<file path="src/rtl/fetch_sequencer.sv">
// Instruction fetch sequencer: walks a combinational ROM from pc, hands words to
// decode over valid/ready, and stops on HALT_WORD. Optional macro: FETCH_COUNT_EN.
module fetch_sequencer #(
  parameter int          ADDR_W    = 6,
  parameter logic [15:0] HALT_WORD = 16'hE000
) (
  input  logic              clk,
  input  logic              reset,
  input  logic              start,
  output logic [ADDR_W-1:0] imem_addr,
  input  logic [15:0]       imem_data,
  output logic [15:0]       instr,
  output logic [ADDR_W-1:0] instr_pc,
  output logic              instr_valid,
  input  logic              instr_ready,
  input  logic              redirect_valid,
  input  logic [ADDR_W-1:0] redirect_pc,
  output logic              busy,
  output logic              halted,
  output logic [15:0]       fetch_count,
  output logic [1:0]        state_dbg
);

  typedef enum logic [1:0] {
    IDLE = 2'd0,
    RUN  = 2'd1,
    HALT = 2'd2
  } state_t;

  state_t            state;
  logic [ADDR_W-1:0] pc;
  logic              load;

  // Handshake: a beat transfers on any edge where instr_valid && instr_ready;
  // once raised, instr/instr_pc hold until that transfer or a flush.
  assign load      = (state == RUN) && !redirect_valid && (!instr_valid || instr_ready);
  assign imem_addr = pc;
  assign state_dbg = state;

  always_ff @(posedge clk) begin
    if (reset) begin
      state       <= IDLE;
      pc          <= '0;
      instr       <= '0;
      instr_pc    <= '0;
      instr_valid <= 1'b0;
      busy        <= 1'b0;
      halted      <= 1'b0;
    end else begin
      case (state)
        IDLE: begin
          if (start) begin
            pc    <= '0;
            state <= RUN;
            busy  <= 1'b1;
          end
        end
        RUN: begin
          if (redirect_valid) begin
            pc          <= redirect_pc;
            instr_valid <= 1'b0;
          end else if (load) begin
            if (imem_data == HALT_WORD) begin
              // pc stays on the halt word so imem_addr shows where we stopped
              instr_valid <= 1'b0;
              state       <= HALT;
              busy        <= 1'b0;
              halted      <= 1'b1;
            end else begin
              instr       <= imem_data;
              instr_pc    <= pc;
              instr_valid <= 1'b1;
              pc          <= pc + 1'b1;
            end
          end
        end
        HALT: begin
          if (start || redirect_valid) begin
            pc     <= start ? '0 : redirect_pc;
            state  <= RUN;
            busy   <= 1'b1;
            halted <= 1'b0;
          end
        end
        default: begin
          state <= IDLE;
        end
      endcase
    end
  end

`ifdef FETCH_COUNT_EN
  logic [15:0] count_q;
  logic        accept;

  assign accept      = instr_valid && instr_ready && (state == RUN);
  assign fetch_count = count_q;

  always_ff @(posedge clk) begin
    if (reset) begin
      count_q <= '0;
    end else if (accept && (count_q != 16'hFFFF)) begin
      count_q <= count_q + 16'd1;
    end
  end
`else
  assign fetch_count = 16'h0000;
`endif

endmodule

</file>
<file path="config.mk">
export PLATFORM = sky130hd
export DESIGN_NAME = fetch_sequencer
export DESIGN_NICKNAME = d
export VERILOG_FILES = /design/src/rtl/fetch_sequencer.sv
export SDC_FILE = /design/constraint.sdc
export NUM_CORES = 1
export LEC_CHECK = 0
export ABC_AREA = 0
export CAP_MARGIN = 20
export CELL_PAD_IN_SITES_DETAIL_PLACEMENT = 0
export CELL_PAD_IN_SITES_GLOBAL_PLACEMENT = 1
export CORE_MARGIN = 8
export CORE_UTILIZATION = 29
export DETAILED_ROUTE_END_ITERATION = 10
export PLACE_DENSITY_LB_ADDON = 0.1
export SYNTH_ARGS = -nofsm -noshare
export SYNTH_HDL_FRONTEND = slang
export SYNTH_SLANG_ARGS = --single-unit
export TNS_END_PERCENT = 1
</file>
<file path="constraint.sdc">
create_clock -name clk -period 2.3 [get_ports clk]
set_input_delay 0.46 -clock clk [delete_from_list [all_inputs] [get_ports clk]]
set_output_delay 0.46 -clock clk [all_outputs]
set_load 0.05 [all_outputs]
</file>
# After elaboration in Yosys (flattened, before gate mapping)
# Index checks and enable logic that the tools add are counted.
# op_classes
add_sub_neg	1
eq_ne	10
mux	27
bitwise	2
reduce_logical	16
# ops
operator	count
6-bit two-way mux	6
6-bit case mux with 3 select lines	1
16-bit equality test, second input constant	1
5-bit AND reduction	3
1-bit two-way mux	12
2-bit two-way mux	5
2-bit inequality test, second input constant	4
6-bit by 1-bit adder with 6-bit output, second input constant	1
3-bit inequality test, second input constant	2
2-bit case mux with 3 select lines	1
6-bit AND reduction	1
4-bit AND reduction	1
2-bit nonzero test	2
1-bit case mux with 3 select lines	1
3-bit nonzero test	1
2-bit by 1-bit equality test with 1-bit output, second input constant	1
2-bit equality test, second input constant	1
1-bit logical AND	2
1-bit logical NOT	2
2-bit logical NOT	1
1-bit logical OR	2
2-bit by 1-bit inequality test with 1-bit output, second input constant	1
1-bit inverter	2
1-bit case mux with 2 select lines	1
2-bit AND reduction	1
# totals
reg_bits	33
inputBits	27
wordCells	63

# Depth between registers and ports, before layout
# Gate-level depths: netlist of run 1.
# logic_depth
word_depth	6
ltp_mapped	8

# Worst setup path after synthesis of run 1
# Ideal clock, no wire load.
# synth_path
kind	register -> register
startpoint	reg state[0], in the netlist state_dbg[0]
endpoint	reg busy
setup_ns	0.091
arrival_ns	2.042
t_required_ns	2.209
path_slack_ns	0.167
stages_incl_launch_ff	9
n_path_buf	1
period_less_slack_ns	2.133
cell_sequence	dfxtp_1 inv_1 ha_1 nor2b_1 o21bai_1 nor2b_1 clkbuf_1 a21oi_1 a311oi_1
# synth_between
elab_chain_len	5
elab_cells_between_ends	13
# synth_rtl
item	line_no	rtl
start, declared	30	state_t state;
start signal, assigned	42	state <= IDLE;
start signal, assigned	54	state <= RUN;
start signal, assigned	66	state <= HALT;
2-bit by 1-bit equality test with 1-bit output	36, 50	
1-bit logical AND (2 in series)	36	assign load = (state == RUN) && !redirect_valid && (!instr_valid || instr_ready);
2-bit inequality test (no source line)	--	
6-bit AND reduction (no source line)	--	
end signal, assigned	47	busy <= 1'b0;
end signal, assigned	55	busy <= 1'b1;
end signal, assigned	67	busy <= 1'b0;
end, declared	18	output logic busy,
# Several ways; a longest one is shown, not always the timed one.
# A chain may end at the register's enable or synchronous reset.

# Worst setup path in the final report of run 1
# layout_path
startpoint	reg pc[0], in the netlist imem_addr[0]
endpoint	out imem_addr[0]
# layout_lines
item	line_no	rtl
start, declared	31	logic [ADDR_W-1:0] pc;
start signal, assigned	60	pc <= redirect_pc;
start signal, assigned	73	pc <= pc + 1'b1;
start signal, assigned	79	pc <= start ? '0 : redirect_pc;
end, declared	10	output logic [ADDR_W-1:0] imem_addr,
# No word-level cell between the ends.

==> results of run 1 <==
synth_stat cells, drive strengths merged:
cell type	n
and4b	1
buf	21
mux2i	1
o31a	1
and2	1
o21a	1
a311oi	2
xor2	1
o2bb2ai	1
o21bai	1
nand3	4
dfxtp	33
nor2b	3
a21o	1
clkbuf	4
and2b	1
nand2b	5
o41ai	1
a21oi	31
nand4	6
a22oi	1
inv	4
ha	6
conb	1
and3	2
nor2	2
a22o	4
o31ai	1
o21ai	10
nand2	47
xnor2	3
nor4	3
per-layer routing:
layer | wire, µm | track usage [%] | up-vias
li1 | - | - | 804
met1 | 2170 | 14.5 | 696
met2 | 2210 | 17.1 | 62
met3 | 365 | 3.64 | 8
met4 | 85 | 5.23 | 0
met5 | 0 | 0 | -
power breakdown:
group / total [mW] / switching (mW) / internal, mW
logic: 1.01 / 0.660 / 0.349
clock network: 0.564 / 0.211 / 0.353
registers: 0.702 / 0.0552 / 0.646
registers in the layout, indices dropped and copies added (netlist names):
register / flops
state_dbg: 2
busy: 1
instr: 16
instr_valid: 1
imem_addr: 6
halted: 1
instr_pc: 6
area by class of cell:
| cell class | instances | share of cell area (%) |
|---|---|---|
| repair buffers | 68 | 27.0 |
| multi-input cells | 157 | 37.3 |
| clock inverters | 1 | 1.21 |
| flip-flops and latches | 33 | 26.6 |
| clock buffers | 7 | 3.48 |
| inverters | 4 | 0.605 |
| well taps | 75 | 3.78 |
cell families (layout without fill, tap and decap cells):
kind of cell    count (synthesis)  in the layout  synth area share, %
compound gates                 55             55                 19.7
buf+inv                        29             80                 10.7
xor+xnor                        4              4                 2.04
simple gates                   75             75                 23.9
fa+ha+maj                       6              6                 4.38
other cells                     1             16                0.219
flops                          33             33                 38.5
mux                             1              1                0.584
worst register-to-register path: cells and delay by family, from the launching register on:
| kind | cells | cell delay [ns] |
|---|---|---|
| flops | 1 | 0.41 |
| simple gates | 3 | 0.49 |
| buf+inv | 2 | 0.30 |
| fa+ha+maj | 1 | 0.25 |
| compound gates | 2 | 0.36 |
per-stage QoR:
step / setup slack (ns) / total power, mW / hold slack, ns / area [µm²] / utilization, %
after floorplan: 0.167 / 1.42 / 0.596 / 1770 / -
after global placement: 0.118 / 1.73 / 0.442 / 2370 / 40.7
after detailed placement: 0.121 / 1.73 / 0.448 / 2370 / 40.7
after CTS: 0.206 / 2.31 / 0.458 / 2480 / 42.7
after global routing: 0.152 / 2.42 / 0.471 / 2480 / 42.7
final: 0.223 / 2.28 / 0.454 / 2480 / 42.7
cell usage in the layout (no fill, tap or decap), types with 2 or more instances in the layout:
| cell type | netlist | routed |
|---|---|---|
| nand3_1 | 4 | 4 |
| nor4_4 | 3 | 3 |
| and3_1 | 2 | 2 |
| dfxtp_1 | 33 | 33 |
| nor2b_1 | 3 | 3 |
| o21ai_1 | 2 | 2 |
| inv_1 | 4 | 4 |
| nand4_1 | 5 | 5 |
| xnor2_1 | 3 | 3 |
| nand2_1 | 47 | 47 |
| ha_1 | 6 | 6 |
| a311oi_1 | 2 | 2 |
| o21ai_0 | 7 | 7 |
| a22o_1 | 4 | 4 |
| a21oi_1 | 30 | 30 |
| clkdlybuf4s50_1 | 0 | 59 |
| nor2_1 | 2 | 2 |
| buf_4 | 20 | 8 |
| clkbuf_8 | 0 | 6 |
| nand2b_1 | 5 | 5 |
| conb_1 | 1 | 16 |
path summary, 6_finish.rpt:
kind,start,end
hold / removal,instr[14]$_SDFFE_PP0P_,instr[14]$_SDFFE_PP0P_
setup reg to reg,state_dbg[0]$_SDFFE_PP0P_,imem_addr[1]$_SDFFE_PP0P_
hold reg to reg,instr[14]$_SDFFE_PP0P_,instr[14]$_SDFFE_PP0P_
setup / recovery,imem_addr[0]$_SDFFE_PP0P_,imem_addr[0]
==> reports/metrics.cfg, run 1 <==
[timing]
setup_viol = 0
max-slew-margin-rel_pct = 65.4
rsz0062_at_grt = no
fin_crit_sh_pct = 90.3
hold_viol = 0
tightest_slew_ns = 0.518
fmax_mhz = 481
fin_tns_setup_ns = 0
drv_slew = 0
skew_ns = 0.00251
fin_crit_ns = 2.08

[placed_design]
numPortBuffers = 59
dp.cells = 337
hpwlAfterDp_um = 3700
gp_congestion = 0.692

[route]
dr.pass1.iters = 4
ant_nets = 0
viasPerCell = 4.55
drc = 0
dr.first_iter.drc_count = 60
via_count = 1570
wl_per_cell_um = 14.0
wirelength_um = 4840

[synthesis]
synth_warnings = 0
ys_ff_latch = 33
synth_area_mm2 = 0.00172
synthTopCellsByArea = dfxtp_1, nand2_1, a21oi_1
synth_area_leader_cell = dfxtp_1
yosysTopAreaCellShare_pct = 38.5
yosysSeqAreaShare_pct = 38.5
syn_inst = 204
synth_cell_type_count = 37
synth_area_per_cell_um2 = 8.41

[critical_path]
slowest_stage = clkdlybuf4s50_1
path_class = flip-flop to primary output
reg2reg_slack_ns = 0.42
start_kind = flip-flop
end_kind = primary output
path_cells = clkdlybuf4s50_1
cp.arrival_ns = 1.62
cp_max_fo = 7
r2r_cells = 8
critPathTopFamily = buffers and inverters
path_depth = 1
path_buf_inv = 1
crit_required_ns = 1.84
slowest_delay_ns = 0.86

[clock_tree]
cts_buffers = 5
cts.path.max_buffers = 2
cts_setup_buffers = 0
h-tree-depth = 2
cts_tree = done
cts.clk_slew.worst_paths_ns = 0.07
clkSinkCount = 33
cts_resized = 0
hold_buffers = 0
root_buffer = clkbuf_8
clock_latency_ns = 0.28

[min_path]
holdPathStages = 2
hp-class = flip-flop to flip-flop

[die]
io_pins = 76
die_y_um = 92.9
start_util_pct = 29.5
num_rows = 28
dieArea_mm2 = 0.00863
core_mm2 = 0.00582
die_w_um = 92.9

[final_layout]
fin_cells = 345
num_antenna_cells = 0
area_growth_pct = 44.8
multi_input_area_um2 = 927
drive_gt1_share_pct = 9.26
fillers = 633
final-seq-area_um2 = 661
nets = 302

[power_and_ir_drop]
irDropWorstVdd_v = 0.000473
power_leakage_nw = 0.902
p_per_area_mw_per_mm2 = 916

[job]
drv_cap = 0

[global_route]
grt_pass1_vias = 1587
grtUsageTotal_pct = 11.4
grt_antenna_before_repair = 0
grt_overflow = 0
grt_max_degree = 23
grt_first_pass_wirelength_um = 7890

[status]
status = finished clean

Power figures use the tool's default switching activity.
==> run 2, diff against run 1 <==
Settings changed: CORE_UTILIZATION 29 to 30, CTS_BUF_LIST set to sky130_fd_sc_hd__clkbuf_8.
==> reports/metrics.cfg, run 2 (synthesis results as in run 1) <==
[critical_path]
crit_required_ns = 1.84  ; about the same
path_depth = 1  ; unchanged
slowest_delay_ns = 0.86  ; about the same
cp_max_fo = 7  ; unchanged
slowest_stage = clkdlybuf4s50_1
end_kind = primary output
r2r_cells = 7  ; -1
path_buf_inv = 1  ; unchanged
path_class = flip-flop to primary output
critPathTopFamily = buffers and inverters
path_cells = clkdlybuf4s50_1
start_kind = flip-flop
cp.arrival_ns = 1.60  ; -0.02 ns

[final_layout]
drive_gt1_share_pct = 8.96  ; -0.30 points
final_cell_mix = clkdlybuf4s50_1, nand2_1, dfxtp_1
nets = 300  ; -0.66%
num_antenna_cells = 0  ; unchanged
final-seq-area_um2 = 661  ; unchanged
fillers = 569  ; -10%
layout_commonest_cell = clkdlybuf4s50_1
largest_register_ffs = 16  ; unchanged
multi_input_area_um2 = 927  ; unchanged
regMostFlops = instr
final_util_pct = 45.3  ; +2.6 points
area_growth_pct = 45.4

[die]
core_mm2 = 0.00551  ; -5.3%
die_y_um = 91.6  ; -1.4%
die_w_um = 91.6  ; -1.4%
io_pins = 76  ; unchanged
num_rows = 27  ; -3.6%
dieArea_mm2 = 0.00839  ; -2.8%
start_util_pct = 31.2  ; +1.7 points

[status]
status = finished clean

[power_and_ir_drop]
seq_power_share_pct = 29.7  ; -1.1 points
p_int_mw = 1.43  ; +6.2%
p_per_area_mw_per_mm2 = 951  ; +3.8%
p_sw_mw = 0.940  ; +1.5%
power_leakage_nw = 0.904  ; +0.22%
p_comb_share_pct = 43.0  ; -1.4 points
irDropWorstVdd_v = 0.000471  ; -0.46%
clkPwrFrac_pct = 27.3  ; +2.5 points
sw_frac_of_total_pct = 39.6  ; -1.1 points

[global_route]
grtUsageTotal_pct = 11.5  ; +0.047 points
grt_pass1_vias = 1639  ; +3.3%
grt_first_pass_wirelength_um = 7980  ; +1.1%
grt_antenna_before_repair = 0  ; unchanged
grt_max_degree = 19  ; -17%
grt_overflow = 0  ; unchanged

[job]
drv_cap = 0  ; unchanged

[clock_tree]
cts.clk_slew.worst_paths_ns = 0.07  ; about the same
root_buffer = clkbuf_8
h-tree-depth = 2  ; unchanged
clkSinkCount = 33  ; unchanged
cts_buffers = 5  ; unchanged
hold_buffers = 0  ; unchanged
clock_latency_ns = 0.29  ; about the same
cts_setup_buffers = 0  ; unchanged
cts_tree = done
cts.path.max_buffers = 2  ; unchanged
cts_resized = 0  ; unchanged

[min_path]
holdPathStages = 2  ; unchanged
hp-class = flip-flop to flip-flop

[route]
wirelength_um = 4790  ; -1.0%
drc = 0  ; unchanged
dr.pass1.iters = 4  ; unchanged
dr.first_iter.drc_count = 46  ; -23%
viasPerCell = 4.64  ; +2.0%
via_count = 1578  ; +0.51%
ant_nets = 0  ; unchanged
wl_per_cell_um = 14.1  ; +0.42%

[placed_design]
hpwlAfterDp_um = 3720  ; +0.61%
gp_congestion = 0.736  ; +6.3%
numPortBuffers = 59  ; unchanged

[timing]
skew_ns = 0.00866  ; +0.00615 ns
setup_viol = 0  ; unchanged
rsz0062_at_grt = no
tightest_slew_ns = 0.530  ; +0.0127 ns
max-slew-margin-rel_pct = 64.5  ; -0.85 points
fin_crit_sh_pct = 89.4  ; -0.89 points
drv_slew = 0  ; unchanged
whs_ns = 0.453  ; -0.00106 ns
fmax_mhz = 486  ; +0.99%
hold_viol = 0  ; unchanged
fin_tns_setup_ns = 0  ; unchanged
fin_crit_ns = 2.06  ; -0.0204 ns

[run 2: cell count changes in the layout (fill, tap and decap cells not counted)]
cell       before  now
clkbuf_1        1    0
clkinv_2        0    1
clkbuf_8        6    5
buf_12          1    2
bufinv_16       1    2
buf_4           8    5
[run 2: power groups by stage]
stage	registers [mW]	clock network [mW]	logic, mW
floorplan	0.963	0	0.453
global placement	0.718	0	1.03
detailed placement	0.718	0	1.02
CTS	0.706	0.662	1.03
global route	0.717	0.686	1.10
finish	0.704	0.648	1.02
[run 2: per-layer routing]
metal / global-route usage [%] / part of all wire, % / vias up
met5: 0 / 0 / -
met4: 4.09 / 1.1 / 0
met3: 4.73 / 8.4 / 7
met2: 18.5 / 45 / 46
met1: 13.3 / 45 / 730
li1: - / - / 795
[run 2: stage by stage]
step / setup WS (ns) / power, mW / area (µm²) / std cells
2_1_floorplan: 0.167 / 1.42 / 1770 / 219
3_3_place_gp: 0.117 / 1.75 / 2360 / 332
3_5_place_dp: 0.0973 / 1.74 / 2360 / 332
4_1_cts: 0.223 / 2.40 / 2490 / 340
5_1_grt: 0.180 / 2.51 / 2490 / 340
6_report: 0.243 / 2.37 / 2490 / 340
[run 2: final timing paths]
| check | from | end | slack [ns] |
|---|---|---|---|
| max | imem_addr[2]$_SDFFE_PP0P_ | imem_addr[2] | 0.24 |
| min | instr[10]$_SDFFE_PP0P_ | instr[10]$_SDFFE_PP0P_ | 0.45 |
| max reg2reg | state_dbg[1]$_SDFFE_PP0P_ | state_dbg[1]$_SDFFE_PP0P_ | 0.42 |
| min reg2reg | instr[10]$_SDFFE_PP0P_ | instr[10]$_SDFFE_PP0P_ | 0.45 |
[run 2: cell type report]
class	instances	share of cell area [%]
clock buffers	5	2.76
clock inverters	3	2.61
inverters	4	0.602
multi-input cells	157	37.2
flip-flops and latches	33	26.5
well taps	72	3.61
repair buffers	66	26.8
==> run 3, diff against run 2 <==
Settings changed: HOLD_SLACK_MARGIN set to 0.02.
==> results of run 3 <==
The final DEF is identical to that of run 2; final timing and power are the same.
